===== src/rtl/uart_imem_loader_pkg.sv =====
// Shared constants and state encodings for the UART instruction-memory boot loader.
package uart_imem_loader_pkg;

   localparam logic [7:0] LOADER_SYNC_BYTE     = 8'hA5;
   localparam int         DEFAULT_CLKS_PER_BIT = 87;

   typedef enum logic [1:0] {
      ST_IDLE,
      ST_LEN,
      ST_DATA,
      ST_CHK
   } loader_state_e;

   typedef enum logic [1:0] {
      RX_IDLE,
      RX_START,
      RX_DATA,
      RX_STOP
   } rx_state_e;

endpackage


===== src/rtl/uart_imem_loader_if.sv =====
// Instruction-memory write port driven by the boot loader.
interface uart_imem_loader_if #(parameter int ADDR_W = 7);
   logic              imem_we;
   logic [ADDR_W-1:0] imem_addr;
   logic [31:0]       imem_wdata;

   modport master (output imem_we, imem_addr, imem_wdata);
   modport slave  (input  imem_we, imem_addr, imem_wdata);
endinterface


===== src/rtl/uart_imem_loader_rx_byte.sv =====
// 8N1 UART byte receiver: 2-FF synchroniser, mid-bit sampling, one-cycle rx_valid / rx_frame_err.
module uart_rx_byte
   import uart_imem_loader_pkg::*;
#(
   parameter int CLKS_PER_BIT = DEFAULT_CLKS_PER_BIT
) (
   input  logic       clk,
   input  logic       reset,
   input  logic       uart_rx,
   output logic       rx_valid,
   output logic [7:0] rx_byte,
   output logic       rx_frame_err
);
   localparam int               CNT_W       = $clog2(CLKS_PER_BIT);
   localparam logic [CNT_W-1:0] HALF_RELOAD = CNT_W'(CLKS_PER_BIT / 2 - 1);
   localparam logic [CNT_W-1:0] FULL_RELOAD = CNT_W'(CLKS_PER_BIT - 1);

   rx_state_e        state_q, state_d;
   logic [1:0]       sync_q, sync_d;
   logic             prev_q, prev_d;
   logic [CNT_W-1:0] cnt_q, cnt_d;
   logic [2:0]       bit_q, bit_d;
   logic [7:0]       shift_q, shift_d;
   logic             valid_q, valid_d;
   logic             err_q, err_d;
   logic             rx_s;

   always_comb begin
      rx_s    = sync_q[1];
      sync_d  = {sync_q[0], uart_rx};
      prev_d  = rx_s;
      state_d = state_q;
      cnt_d   = cnt_q;
      bit_d   = bit_q;
      shift_d = shift_q;
      valid_d = 1'b0;
      err_d   = 1'b0;
      unique case (state_q)
         RX_IDLE: begin
            if (prev_q && !rx_s) begin
               state_d = RX_START;
               cnt_d   = HALF_RELOAD;
            end
         end
         RX_START: begin
            if (cnt_q == '0) begin
               // a start bit that is high again at mid-bit was only a glitch
               if (rx_s) begin
                  state_d = RX_IDLE;
               end else begin
                  state_d = RX_DATA;
                  cnt_d   = FULL_RELOAD;
                  bit_d   = 3'd0;
               end
            end else begin
               cnt_d = cnt_q - 1'b1;
            end
         end
         RX_DATA: begin
            if (cnt_q == '0) begin
               shift_d = {rx_s, shift_q[7:1]};
               cnt_d   = FULL_RELOAD;
               bit_d   = bit_q + 3'd1;
               if (bit_q == 3'd7) state_d = RX_STOP;
            end else begin
               cnt_d = cnt_q - 1'b1;
            end
         end
         RX_STOP: begin
            if (cnt_q == '0) begin
               valid_d = rx_s;
               err_d   = !rx_s;
               state_d = RX_IDLE;
            end else begin
               cnt_d = cnt_q - 1'b1;
            end
         end
         default: state_d = RX_IDLE;
      endcase
   end

   always_ff @(posedge clk or posedge reset) begin
      if (reset) begin
         state_q <= RX_IDLE;
         sync_q  <= 2'b11;
         prev_q  <= 1'b1;
         cnt_q   <= '0;
         bit_q   <= 3'd0;
         shift_q <= 8'h00;
         valid_q <= 1'b0;
         err_q   <= 1'b0;
      end else begin
         state_q <= state_d;
         sync_q  <= sync_d;
         prev_q  <= prev_d;
         cnt_q   <= cnt_d;
         bit_q   <= bit_d;
         shift_q <= shift_d;
         valid_q <= valid_d;
         err_q   <= err_d;
      end
   end

   assign rx_valid     = valid_q;
   assign rx_byte      = shift_q;
   assign rx_frame_err = err_q;

endmodule


===== src/rtl/uart_imem_loader.sv =====
// UART boot loader: frame FSM (sync, length, data words, XOR checksum) writing instruction memory.
module uart_imem_loader
   import uart_imem_loader_pkg::*;
#(
   parameter int CLKS_PER_BIT    = DEFAULT_CLKS_PER_BIT,
   parameter int INSTR_MEM_DEPTH = 128,
   parameter int ADDR_W          = 7
) (
   input  logic               clk,
   input  logic               reset,
   input  logic               uart_rx,
   uart_imem_loader_if.master imem,
   output logic               cpu_hold,
   output logic               load_done,
   output logic               load_err
);
   localparam logic [8:0] MAX_WORDS = 9'(INSTR_MEM_DEPTH);

   logic       rx_valid, rx_frame_err;
   logic [7:0] rx_byte;

   uart_rx_byte #(.CLKS_PER_BIT(CLKS_PER_BIT)) u_rx (
      .clk          (clk),
      .reset        (reset),
      .uart_rx      (uart_rx),
      .rx_valid     (rx_valid),
      .rx_byte      (rx_byte),
      .rx_frame_err (rx_frame_err)
   );

   loader_state_e state_q, state_d;
   logic [7:0]        n_q, n_d;
   logic [7:0]        word_cnt_q, word_cnt_d;
   logic [1:0]        idx_q, idx_d;
   logic [23:0]       shift_q, shift_d;
   logic [7:0]        chk_q, chk_d;
   logic              imem_we_q, imem_we_d;
   logic [ADDR_W-1:0] imem_addr_q, imem_addr_d;
   logic [31:0]       imem_wdata_q, imem_wdata_d;
   logic              cpu_hold_q, cpu_hold_d;
   logic              load_done_q, load_done_d;
   logic              load_err_q, load_err_d;

   always_comb begin
      state_d      = state_q;
      n_d          = n_q;
      word_cnt_d   = word_cnt_q;
      idx_d        = idx_q;
      shift_d      = shift_q;
      chk_d        = chk_q;
      imem_we_d    = 1'b0;
      imem_addr_d  = imem_addr_q;
      imem_wdata_d = imem_wdata_q;
      cpu_hold_d   = cpu_hold_q;
      load_done_d  = 1'b0;
      load_err_d   = load_err_q;
      if (rx_frame_err) begin
         if (state_q != ST_IDLE) begin
            load_err_d = 1'b1;
            state_d    = ST_IDLE;
         end
      end else if (rx_valid) begin
         unique case (state_q)
            ST_IDLE: begin
               if (rx_byte == LOADER_SYNC_BYTE) begin
                  cpu_hold_d = 1'b1;
                  load_err_d = 1'b0;
                  word_cnt_d = 8'd0;
                  idx_d      = 2'd0;
                  chk_d      = 8'h00;
                  state_d    = ST_LEN;
               end
            end
            ST_LEN: begin
               n_d = rx_byte;
               if ({1'b0, rx_byte} > MAX_WORDS) begin
                  load_err_d = 1'b1;
                  state_d    = ST_IDLE;
               end else if (rx_byte == 8'd0) begin
                  state_d = ST_CHK;
               end else begin
                  state_d = ST_DATA;
               end
            end
            ST_DATA: begin
               chk_d = chk_q ^ rx_byte;
               unique case (idx_q)
                  2'd0: shift_d[7:0]   = rx_byte;
                  2'd1: shift_d[15:8]  = rx_byte;
                  2'd2: shift_d[23:16] = rx_byte;
                  default: begin
                     imem_we_d    = 1'b1;
                     imem_addr_d  = word_cnt_q[ADDR_W-1:0];
                     imem_wdata_d = {rx_byte, shift_q};
                     word_cnt_d   = word_cnt_q + 8'd1;
                     if (word_cnt_q == n_q - 8'd1) state_d = ST_CHK;
                  end
               endcase
               idx_d = idx_q + 2'd1;
            end
            ST_CHK: begin
               if (rx_byte == chk_q) begin
                  load_done_d = 1'b1;
                  cpu_hold_d  = 1'b0;
               end else begin
                  load_err_d = 1'b1;
               end
               state_d = ST_IDLE;
            end
            default: state_d = ST_IDLE;
         endcase
      end
   end

   always_ff @(posedge clk or posedge reset) begin
      if (reset) begin
         state_q      <= ST_IDLE;
         n_q          <= 8'd0;
         word_cnt_q   <= 8'd0;
         idx_q        <= 2'd0;
         shift_q      <= 24'd0;
         chk_q        <= 8'h00;
         imem_we_q    <= 1'b0;
         imem_addr_q  <= '0;
         imem_wdata_q <= 32'd0;
         cpu_hold_q   <= 1'b0;
         load_done_q  <= 1'b0;
         load_err_q   <= 1'b0;
      end else begin
         state_q      <= state_d;
         n_q          <= n_d;
         word_cnt_q   <= word_cnt_d;
         idx_q        <= idx_d;
         shift_q      <= shift_d;
         chk_q        <= chk_d;
         imem_we_q    <= imem_we_d;
         imem_addr_q  <= imem_addr_d;
         imem_wdata_q <= imem_wdata_d;
         cpu_hold_q   <= cpu_hold_d;
         load_done_q  <= load_done_d;
         load_err_q   <= load_err_d;
      end
   end

   assign imem.imem_we    = imem_we_q;
   assign imem.imem_addr  = imem_addr_q;
   assign imem.imem_wdata = imem_wdata_q;
   assign cpu_hold        = cpu_hold_q;
   assign load_done       = load_done_q;
   assign load_err        = load_err_q;

endmodule


===== src/flat_wrapper.sv =====
// flat-port wrapper written by rule: the top's interface ports become plain ports
module uart_imem_loader_flat import uart_imem_loader_pkg::*;
#(
   parameter int CLKS_PER_BIT    = DEFAULT_CLKS_PER_BIT,
   parameter int INSTR_MEM_DEPTH = 128,
   parameter int ADDR_W          = 7
)
  (clk, reset, uart_rx, cpu_hold, load_done, load_err, imem_imem_we, imem_imem_addr, imem_imem_wdata);
  uart_imem_loader_if #(.ADDR_W(ADDR_W)) imem_i ();
  input  logic clk;
  input  logic reset;
  input  logic uart_rx;
  output logic cpu_hold;
  output logic load_done;
  output logic load_err;
  output wire logic [$bits(imem_i.imem_we)-1:0] imem_imem_we;
  output wire logic [$bits(imem_i.imem_addr)-1:0] imem_imem_addr;
  output wire logic [$bits(imem_i.imem_wdata)-1:0] imem_imem_wdata;
  assign imem_imem_we = imem_i.imem_we;
  assign imem_imem_addr = imem_i.imem_addr;
  assign imem_imem_wdata = imem_i.imem_wdata;
  uart_imem_loader #(.CLKS_PER_BIT(CLKS_PER_BIT), .INSTR_MEM_DEPTH(INSTR_MEM_DEPTH), .ADDR_W(ADDR_W)) u_core (.clk(clk), .reset(reset), .uart_rx(uart_rx), .imem(imem_i), .cpu_hold(cpu_hold), .load_done(load_done), .load_err(load_err));
endmodule

===== config.mk =====
export PLATFORM = sky130hd
export DESIGN_NAME = uart_imem_loader_flat
export DESIGN_NICKNAME = d
export VERILOG_FILES = /design/src/rtl/uart_imem_loader_pkg.sv /design/src/rtl/uart_imem_loader_if.sv /design/src/rtl/uart_imem_loader_rx_byte.sv /design/src/rtl/uart_imem_loader.sv /design/src/flat_wrapper.sv
export SDC_FILE = /design/constraint.sdc
export NUM_CORES = 1
export LEC_CHECK = 0
export ABC_AREA = 1
export CAP_MARGIN = 15
export CORE_UTILIZATION = 34
export CTS_CLUSTER_DIAMETER = 100
export DETAILED_ROUTE_END_ITERATION = 7
export GPL_ROUTABILITY_DRIVEN = 1
export PLACE_DENSITY = 0.58
export SYNTH_ARGS = -nofsm -noshare
export SYNTH_HDL_FRONTEND = slang
export SYNTH_HIERARCHICAL = 1
export SYNTH_SLANG_ARGS = --single-unit

===== constraint.sdc =====
create_clock -name clk -period 7.8 [get_ports clk]
set_clock_uncertainty 0.2 [all_clocks]
set_input_delay 1.56 -clock clk [delete_from_list [all_inputs] [get_ports clk]]
set_output_delay 1.56 -clock clk [all_outputs]
set_load 0.1 [all_outputs]

## After elaboration in Yosys (flattened, before gate mapping)

Index checks and enable logic that the tools add are counted.

| word-level totals | value |
|---|---|
| register bits after elaboration | 120 |
| bits in latches | 0 |
| bits in writable memories | 0 |
| memory bits (read-only) | 0 |
| input bits | 3 |
| output and inout port bits | 43 |
| word-level logic and storage cells | 142 |
| memories | 0 |

| cells by class | value |
|---|---|
| add/sub/neg operators | 5 |
| multipliers | 0 |
| divide/modulo/power cells | 0 |
| magnitude comparators | 1 |
| eq/ne operators | 29 |
| shifts and indexed selects | 0 |
| multiplexer cells | 54 |
| bitwise gates (word level) | 3 |
| reduce and logical (&&, ||, !) cells | 28 |

Operator list:

| cell | count |
|---|---|
| two-way mux 7 bit | 5 |
| case mux 8 bit (2 select lines) | 2 |
| two-way mux 2 bit | 14 |
| case mux 7 bit (4 select lines) | 1 |
| AND reduction 4 bit | 6 |
| two-way mux 1 bit | 21 |
| AND reduction 5 bit | 4 |
| equality test 8 bit | 2 |
| two-way mux 8 bit | 2 |
| != test 2 bit, second input constant | 8 |
| case mux 2 bit (4 select lines) | 2 |
| equality test 2 bit, second input constant | 5 |
| nonzero test 2 bit | 5 |
| two-way mux 3 bit | 3 |
| != test 3 x 2 -> 1 bit, second input constant | 3 |
| != test 3 bit, second input constant | 3 |
| adder 8 x 1 -> 8 bit, second input constant | 1 |
| equality test 8 bit, second input constant | 1 |
| > comparator 8 bit, second input constant | 1 |
| logical NOT 8 bit | 1 |
| subtractor 8 x 1 -> 8 bit, second input constant | 1 |
| XOR 8 bit | 1 |
| logical NOT 7 bit | 1 |
| subtractor 7 x 1 -> 7 bit, second input constant | 1 |
| other kinds (18) | 26 |

## Longest topological paths before layout

Gate-level depths: netlist (run 1).

| depth | value |
|---|---|
| depth in word-level cells | 7 |
| mapped depth | 14 |
| mapped depth without buffers | 14 |

## By module

Netlist (run 1), hierarchy kept.

By module, submodules not included:

| module | times used | cells an instance | area an instance (µm²) | seq. area each (µm²) |
|---|---|---|---|---|
| uart_imem_loader | 1 | 502 | 4262.8 | 2377.3 |
| uart_rx_byte | 1 | 167 | 1358.8 | 629.4 |

## Least setup slack after synthesis (run 1)

Ideal clock, no wire load.

| timing path | value |
|---|---|
| path kind | reg2out |
| from | register u_core.imem_addr_q[0] (netlist: u_core/imem.imem_addr[0]) |
| to | output port imem_imem_addr[0] |
| arrival | 0.898 ns |
| required time | 6.040 ns |
| path slack | 5.142 ns |
| stages on the path, launching flop included | 1 |
| path buffers | 0 |
| cells stage by stage | dfrtp_1 |

RTL lines:

| what | RTL line | text |
|---|---|---|
| start, declared | uart_imem_loader.sv:38 | `logic [ADDR_W-1:0] imem_addr_q, imem_addr_d;` |
| start signal, assigned | uart_imem_loader.sv:137 | `imem_addr_q <= imem_addr_d;` |
| end, declared | flat_wrapper.sv:17 | `output wire logic [$bits(imem_i.imem_addr)-1:0] imem_imem_addr;` |

No word-level cell between the ends.

## Final worst setup path (run 1)

| timing path | value |
|---|---|
| from | register u_core.imem_wdata_q[26] (netlist: u_core/imem.imem_wdata[26]) |
| to | output port imem_imem_wdata[26] |

RTL lines:

| what | RTL line | text |
|---|---|---|
| start, declared | uart_imem_loader.sv:39 | `logic [31:0] imem_wdata_q, imem_wdata_d;` |
| start signal, assigned | uart_imem_loader.sv:138 | `imem_wdata_q <= imem_wdata_d;` |
| end, declared | flat_wrapper.sv:18 | `output wire logic [$bits(imem_i.imem_wdata)-1:0] imem_imem_wdata;` |

No word-level cell between the ends.

==> results of run 1 <==
==> path summary, 6_finish.rpt <==
path / cells past startpoint / slack (ns) / from / end
min: 0 / 0.16 / u_core/u_rx/sync_q[0] / u_core/u_rx/sync_q[1]
max reg2reg: 8 / 4.99 / u_core/u_rx/rx_byte[6] / u_core/word_cnt_q[2]
max in group asynchronous: 3 / 4.89 / reset / u_core/state_q[1]
min in group asynchronous: 2 / 1.35 / reset / u_core/u_rx/cnt_q[1]
min reg2reg: 0 / 0.16 / u_core/u_rx/sync_q[0] / u_core/u_rx/sync_q[1]
max: 1 / 4.10 / u_core/imem.imem_wdata[26] / imem_imem_wdata[26]
==> synthesized netlist by cell type <==
cell type / n
or2_0: 1
nor4_1: 1
dfstp_2: 3
nor3_1: 5
inv_1: 65
o22ai_1: 1
nand3_1: 22
dfrtp_1: 117
a21oi_1: 16
nor2_4: 4
buf_4: 1
nor2_2: 5
xnor2_1: 7
clkbuf_1: 3
inv_4: 2
xor2_1: 11
nor2_1: 45
nand3_2: 1
nand4_1: 9
o21ai_2: 1
nand2_4: 1
o21ai_0: 51
buf_2: 9
ha_1: 15
a22o_1: 3
buf_6: 3
nand2_2: 3
o21ai_1: 28
o21a_1: 2
nor2_8: 1
inv_2: 10
nand2_1: 223
==> layer usage <==
metal	vias to the layer above	GRT usage [%]	routed length, µm
li1	2218	-	-
met1	2036	19.7	5800
met2	61	26.6	5740
met3	12	4.56	454
met4	0	5.27	148
met5	-	0	0
==> stage by stage <==
step                      power (mW)  instances  utilization [%]  hold slack, ns  instance area (µm²)
final                           1.73        948             43.1           0.158                 6890
after global routing            1.83        948             43.1           0.167                 6890
after CTS                       1.75        947             42.9           0.159                 6870
after detailed placement       0.954        916             39.2           0.151                 6260
after global placement         0.945        916             39.2           0.147                 6260
after floorplan                0.893        669                -           0.145                 5620
==> cell usage in the layout, fill, tap and decap left out <==
cell,n
clkbuf_16,17
nand2_4,1
inv_1,64
xor2_1,11
xnor2_1,7
nor2_4,4
dfstp_2,3
nand3_2,1
a21oi_1,16
clkbuf_8,2
o21ai_1,28
buf_16,1
clkbuf_1,1
dfrtp_1,117
clkinv_2,3
o21ai_0,51
o21ai_2,1
nor2_1,45
buf_4,2
nor3_1,5
nand4_1,9
inv_2,10
nor2_2,5
o22ai_1,1
o21a_1,2
nand2_1,222
ha_1,15
nand3_1,22
a22o_1,3
nor4_1,1
nand2_2,4
inv_6,2
or2_0,1
clkinvlp_4,3
clkdlybuf4s50_1,45
inv_4,3
nor2_8,1
bufinv_16,3
==> logic make-up after synthesis <==
group / synth area share, %
compound gates: 9.46
xor+xnor: 2.80
buf+inv: 6.97
simple gates: 23.9
fa+ha+maj: 3.34
flops: 53.5
==> state kept, by name (all words and copies together) (netlist names), 3 cells and up, named ones only <==
register,count
u_core/imem.imem_wdata,32
u_core/n_q,8
u_core/imem.imem_addr,7
u_core/u_rx/bit_q,3
u_core/chk_q,8
u_core/shift_q,24
u_core/word_cnt_q,8
u_core/u_rx/rx_byte,8
u_core/u_rx/cnt_q,7
==> where the power goes <==
group          leakage [nW]  total, mW  internal [mW]  switching, mW
registers              1.65      0.686          0.650         0.0361
logic                  1.30      0.258         0.0875          0.170
clock network         0.289      0.791          0.517          0.274
==> final cells by class <==
type,instances,area (µm²)
tap,216,270
sequential,120,3010
timing repair buffer,48,493
inverter,77,297
clock inverter,11,145
multi-input combinational,456,2230
clock buffer,20,457
fill,1618,9110
==> results.yml, run 1 <==
floorplanning:
  ios: 46
  rows: 46
  die_w_um: 131
  start_util_pct: 35.1
  die-area_um2: 17100
  die_y_um: 131
  core_area_um2: 16000
synthesis:
  synth_area_um2: 5620
  synth_area_leader_cell: "dfrtp_1"
  synth.avg_cell_area_um2: 8.40
  synth_warnings: 6
  synth_seq_area_share_pct: 53.5
  synth_area_leaders: "dfrtp_1, nand2_1, o21ai_0"
  synth-seq-cells: 120
  synth_fp_nets: 687
  netlist.area_leader.share_pct: 52.1
  ys_types: 32
  syn_inst: 669
grt:
  grt_pass1_vias: 4280
  grt_usage_pct: 15.9
  grt_first_pass_wirelength_um: 20700
  grt_max_degree: 67
  antenna_found_initial: 0
  grt.overflow.total: 0
timing:
  max-slew-margin-rel_pct: 34.5
  drv_slew: 0
  finalHoldViolCount: 0
  post-route-period-util_pct: 47.4
  clock.fmax_ghz: 0.270
  fin_setup_tns_ns: 0
  fin_ws_ns: 4.10
  fin_crit_ns: 3.70
  rsz0062_at_grt: "false"
  worst_slew_pin_slew_ns: 0.979
  finalSetupViolCount: 0
drt:
  detail_route.wl_per_cell_um: 12.8
  viasPerCell: 4.56
  num_vias: 4327
  remaining_drc_errors: 0
  drtAntennaViolNets: 0
  drtIter0Drc: 189
  wirelength_um: 12100
  dr.pass1.iters: 4
critical_path:
  startpoint_type: "register"
  crit_required_ns: 6.04
  criticalPathCategory: "register to output port"
  cp.buffers_inverters: 1
  cp_max_fo: 2
  slowest_stage: "clkdlybuf4s50_1"
  cp-end-kind: "output port"
  max_stage_delay_ns: 1.15
  arrival_ns: 1.94
  path_cells: "clkdlybuf4s50_1"
  crit_family: "buffers and inverters"
clocking:
  root_buffer: "clkbuf_16"
  cts_resized: 0
  cts.sinks: 120
  cts_max_level: 4
  post_cts_buffers: 0
  clockBufferDepth: 2
  numCtsBuffers: 17
  clk_pin_slew_ns: 0.05
  tritoncts: "yes"
  cts_hold_buf: 0
  clk_latency_ns: 0.41
worst_hold_path:
  hp-class: "register to register"
place:
  hpwl_um: 8620
  routabilityCongestion: 0.793
  io_buffers: 45
  dp_slack_ns: 4.36
pwr:
  p_leak_nw: 3.25
  p_per_area_nw_per_um2: 252
  ir_worst_vdd_uv: 156
finish:
  drive_gt1_share_pct: 9.02
  fin_nets: 738
  area_growth_pct: 22.6
  diodes: 0
outcome:
  outcome: "completed"
flow_run:
  drv_cap: 0
Note: power is estimated with default switching activity, not from simulation.
==> run 2, diff against run 1 <==
clock period = 3.6 ns   (was 7.8 ns; I/O delays follow)
==> run 2 against run 1 <==
Sequential cell count unchanged. Non-clock buffer count is the same. Worst setup slack worse by 3.3 ns. Clock-buffer cell count is 3 lower. Critical path type unchanged. Largest cell class unchanged. Largest power group unchanged. Highest routed layer unchanged.
==> results.yml, run 2 (same netlist as run 1, synthesis figures left out) <==
place:
  io_buffers: 45
  hpwl_um: 8950
  routabilityCongestion: 0.877
  dp_slack_ns: 0.940
floorplanning:
  rows: 46
  die_w_um: 131
  die-area_um2: 17100
  die_y_um: 131
  ios: 46
  core_area_um2: 16000
  start_util_pct: 35.1
drt:
  wirelength_um: 12400
  num_vias: 4442
  drtAntennaViolNets: 0
  detail_route.wl_per_cell_um: 13.1
  viasPerCell: 4.68
  remaining_drc_errors: 0
  dr.pass1.iters: 5
  drtIter0Drc: 305
timing:
  post-route-period-util_pct: 77.0
  fin_ws_ns: 0.829
  fin_crit_ns: 2.77
  finalSetupViolCount: 0
  hold_ws_ns: 0.158
  fin_setup_tns_ns: 0
  finalHoldViolCount: 0
  drv_slew: 0
  max-slew-margin-rel_pct: 33.3
  clock.fmax_ghz: 0.361
  worst_slew_pin_slew_ns: 1.00
  rsz0062_at_grt: "false"
grt:
  grtUsageMet2_pct: 26.4
  grt_use_met1_pct: 19.7
  grt_pass1_vias: 4306
  grt_first_pass_wirelength_um: 20800
  grt_usage_pct: 15.9
  grt.overflow.total: 0
  grt_max_degree: 52
  use_met3_pct: 3.71
  busiest_layer: "met2"
  antenna_found_initial: 0
critical_path:
  cp_max_fo: 1
  r2r-end: "u_core/word_cnt_q[2]"
  worstReg2RegStart: "u_core/u_rx/rx_byte[1]"
  ff2ff_path_depth: 9
  startpoint_type: "register"
  criticalPathCategory: "register to output port"
  slowest_stage: "clkdlybuf4s50_1"
  max_stage_delay_ns: 1.12
  cp.buffers_inverters: 1
  path_cells: "clkdlybuf4s50_1"
  cp.depth: 1
  crit_family: "buffers and inverters"
  r2r_slack_ns: 0.93
  worstSetupEndpoint: "imem_imem_we"
  arrival_ns: 1.85
  crit_start: "u_core/imem.imem_we"
  crit_required_ns: 2.68
  cp-end-kind: "output port"
clocking:
  cts.sinks: 120
  clk_latency_ns: 0.41
  clockBufferDepth: 2
  root_buffer: "clkbuf_16"
  cts_max_level: 4
  post_cts_buffers: 0
  cts_hold_buf: 0
  numCtsBuffers: 17
  tritoncts: "yes"
  cts_resized: 0
  clk_pin_slew_ns: 0.06
worst_hold_path:
  hp-class: "register to register"
finish:
  fin_nets: 738
  final_cell_mix: "nand2_1, dfrtp_1, inv_1"
  area_growth_pct: 20.1
  final_common_cell: "nand2_1"
  largest_register_ffs: 32
  drive_gt1_share_pct: 15.0
  final_core_util_pct: 42.2
  diodes: 0
pwr:
  ir_worst_vdd_uv: 354
  p_total_mw: 3.64
  p_per_area_nw_per_um2: 540
  p_leak_nw: 3.31
outcome:
  outcome: "completed"
flow_run:
  drv_cap: 0
run 2: cell types whose count changed in the layout (fill, tap and decap cells not counted), moves of 2 or more:
| cell | change |
|---|---|
| bufinv_16 | -2 |
| buf_4 | +42 |
| clkbuf_8 | -2 |
| clkdlybuf4s50_1 | -42 |
| inv_6 | +3 |
| clkinv_4 | +3 |
run 2: how the worst min path moves through the flow:
stage	slack, ns	startpoint	cells past startpoint	end
2_1_floorplan	0.15	u_core/u_rx/sync_q[0]	0	u_core/u_rx/sync_q[1]
3_3_place_gp	0.15	u_core/u_rx/sync_q[0]	0	u_core/u_rx/sync_q[1]
3_5_place_dp	0.15	u_core/u_rx/sync_q[0]	0	u_core/u_rx/sync_q[1]
4_1_cts	0.16	u_core/u_rx/sync_q[0]	0	u_core/u_rx/sync_q[1]
5_1_grt	0.16	u_core/u_rx/sync_q[0]	0	u_core/u_rx/sync_q[1]
6_report	0.16	u_core/u_rx/sync_q[0]	0	u_core/u_rx/sync_q[1]
run 2: power by group:
group          internal [mW]  leakage [nW]  switching, mW  total [mW]
combinational          0.187          1.39          0.371       0.558
sequential              1.41          1.65         0.0699        1.48
clock                  0.963         0.273          0.647        1.61
run 2: cell type report:
type                    count  area (µm²)
clock inverters            15         144
fillers                  1605        9250
inverters                  77         297
multi-input cells         456        2230
flip-flops and latches    120        3010
repair buffers             48         380
well taps                 216         270
clock buffers              17         425
run 2: per-stage QoR:
step                cells  instance area (µm²)
floorplan             669                 5620
finish                949                 6750
CTS                   949                 6750
global route          949                 6750
global placement      917                 6180
detailed placement    917                 6180
run 2: layer usage:
| metal | vias to the layer above | wire (µm) |
|---|---|---|
| met5 | - | 0 |
| met4 | 0 | 144 |
| met3 | 12 | 479 |
| met2 | 106 | 6110 |
| met1 | 2106 | 5670 |
| li1 | 2218 | - |
==> run 3, diff against run 2 <==
PLACE_DENSITY = 0.6   (was 0.58)
clock period = 2.35 ns   (was 3.6 ns; I/O delays follow)
==> run 3 against run 2 <==
Final cell count is 0.42% higher. Register-to-register slack worse by 0.56 ns. Clock-buffer cell count is 2 higher. Hold slack worse by 0.012 ns. Sequential power is 53% higher. Non-clock buffer count is 4 higher. Clock power is 66% higher. Largest cell class unchanged. Highest routed layer unchanged.
==> results.yml, run 3 (same netlist as run 1, synthesis figures left out) <==
floorplanning:
  die-area_um2: 17100
  core_area_um2: 16000
  die_y_um: 131
  ios: 46
  die_w_um: 131
  rows: 46
  start_util_pct: 35.1
clocking:
  clk_pin_slew_ns: 0.05
  clockBufferDepth: 2
  cts_hold_buf: 0
  root_buffer: "clkbuf_16"
  post_cts_buffers: 0
  cts_resized: 0
  clk_latency_ns: 0.42
  numCtsBuffers: 17
  cts.sinks: 120
  cts_max_level: 4
  tritoncts: "yes"
timing:
  finalHoldViolCount: 0
  fin_crit_ns: 1.98
  finalSetupViolCount: 0
  fin_ws_ns: 0.371
  post-route-period-util_pct: 84.2
  drv_slew: 0
  clock.fmax_ghz: 0.505
  max-slew-margin-rel_pct: 62.8
  fin_setup_tns_ns: 0
  rsz0062_at_grt: "false"
  worst_slew_pin_slew_ns: 0.557
drt:
  remaining_drc_errors: 0
  dr.pass1.iters: 4
  drtIter0Drc: 246
  num_vias: 4306
  wirelength_um: 11800
  viasPerCell: 4.52
  detail_route.wl_per_cell_um: 12.4
  drtAntennaViolNets: 0
critical_path:
  criticalPathCategory: "register to register"
  worstReg2RegStart: "u_core/n_q[0]"
  crit_start: "u_core/n_q[0]"
  r2r_slack_ns: 0.37
  r2r-end: "u_core/state_q[0]"
  startpoint_type: "register"
  ff2ff_path_depth: 14
  cp_max_fo: 4
  crit_required_ns: 2.45
  cp-end-kind: "register"
  arrival_ns: 2.08
pwr:
  p_clk_share_pct: 46.1
  sequentialPowerShare_pct: 39.2
  power.net_switching_mw: 1.63
  internal_power_mw: 4.15
  p_leak_nw: 3.36
  p_per_area_nw_per_um2: 844
  ir_worst_vdd_uv: 505
  combPwrFrac_pct: 14.7
  switching_share_pct: 28.2
finish:
  drive_gt1_share_pct: 15.5
  regArea_um2: 3010
  multiInputGateArea_um2: 2230
  final_cell_mix: "nand2_1, dfrtp_1, inv_1"
  fillCellCount: 1592
  diodes: 0
  final_common_cell: "nand2_1"
  largest_register_ffs: 32
  area_growth_pct: 21.8
  fin_nets: 742
grt:
  grt_max_degree: 58
  grt_first_pass_wirelength_um: 20200
  antenna_found_initial: 0
  grt_pass1_vias: 4075
  grt.overflow.total: 0
  grt_usage_pct: 15.5
place:
  io_buffers: 45
  hpwl_um: 8320
  routabilityCongestion: 0.863
  dp_slack_ns: 0.425
worst_hold_path:
  hp-class: "input pin to asynchronous set/reset pin"
flow_run:
  drv_cap: 0
outcome:
  outcome: "completed"
## run 3: worst max path at each step
stage	endpoint	slack [ns]	cells after the start
4_1_cts	u_core/state_q[0]	0.37	14
5_1_grt	u_core/state_q[0]	0.09	14
2_1_floorplan	u_core/chk_q[0]	0.56	1
3_3_place_gp	u_core/state_q[0]	0.47	14
6_report	u_core/state_q[0]	0.37	14
3_5_place_dp	u_core/word_cnt_q[1]	0.43	8
## run 3: area by class of cell
class                      count  area share [%]
inverter                      77            4.35
tap                          216            3.95
multi-input combinational    456            32.5
clock inverter                13            2.49
clock buffer                  19            6.47
sequential                   120            43.9
timing repair buffer          52            6.32
## run 3: through the flow
| stage | utilization (%) | hold WS, ns | instance area, µm² | total power, mW | cells |
|---|---|---|---|---|---|
| 6_report | 42.8 | 0.146 | 6850 | 5.78 | 953 |
| 5_1_grt | 42.8 | 0.158 | 6850 | 6.08 | 953 |
| 4_1_cts | 42.8 | 0.143 | 6850 | 5.85 | 953 |
| 3_3_place_gp | 39.0 | 0.146 | 6230 | 3.15 | 921 |
| 3_5_place_dp | 39.0 | 0.148 | 6230 | 3.16 | 921 |
| 2_1_floorplan | - | 0.145 | 5630 | 2.97 | 669 |
## run 3: worst max-delay path: stages, from the launching register on
cell and delay [ns]:
dfrtp_1 0.38, inv_1 0.08, ha_1 0.30, nand2_1 0.07, nand2_1 0.04, nor2_1 0.08
nand2_1 0.05, nor2_1 0.09, nand2_1 0.07, nor3_1 0.17, nand2_1 0.08, nand2_1 0.08
nand2_1 0.05, nand2_1 0.07, nand2_1 0.05
## run 3: metal layers
layer	wire [µm]	up-vias	part of all wire (%)	GRT usage [%]
met1	5730	1996	49	20.8
met5	0	-	0	0
met3	432	16	3.7	3.75
li1	-	2225	-	-
met4	189	0	1.6	6.09
met2	5450	69	46	24.2
## run 3: power groups by stage
| stage | sequential (mW) | combinational (mW) | clock (mW) |
|---|---|---|---|
| after global placement | 2.30 | 0.848 | 0 |
| after floorplan | 2.27 | 0.695 | 0 |
| after CTS | 2.26 | 0.862 | 2.72 |
| final | 2.27 | 0.847 | 2.67 |
| after global routing | 2.28 | 0.990 | 2.81 |
| after detailed placement | 2.30 | 0.860 | 0 |
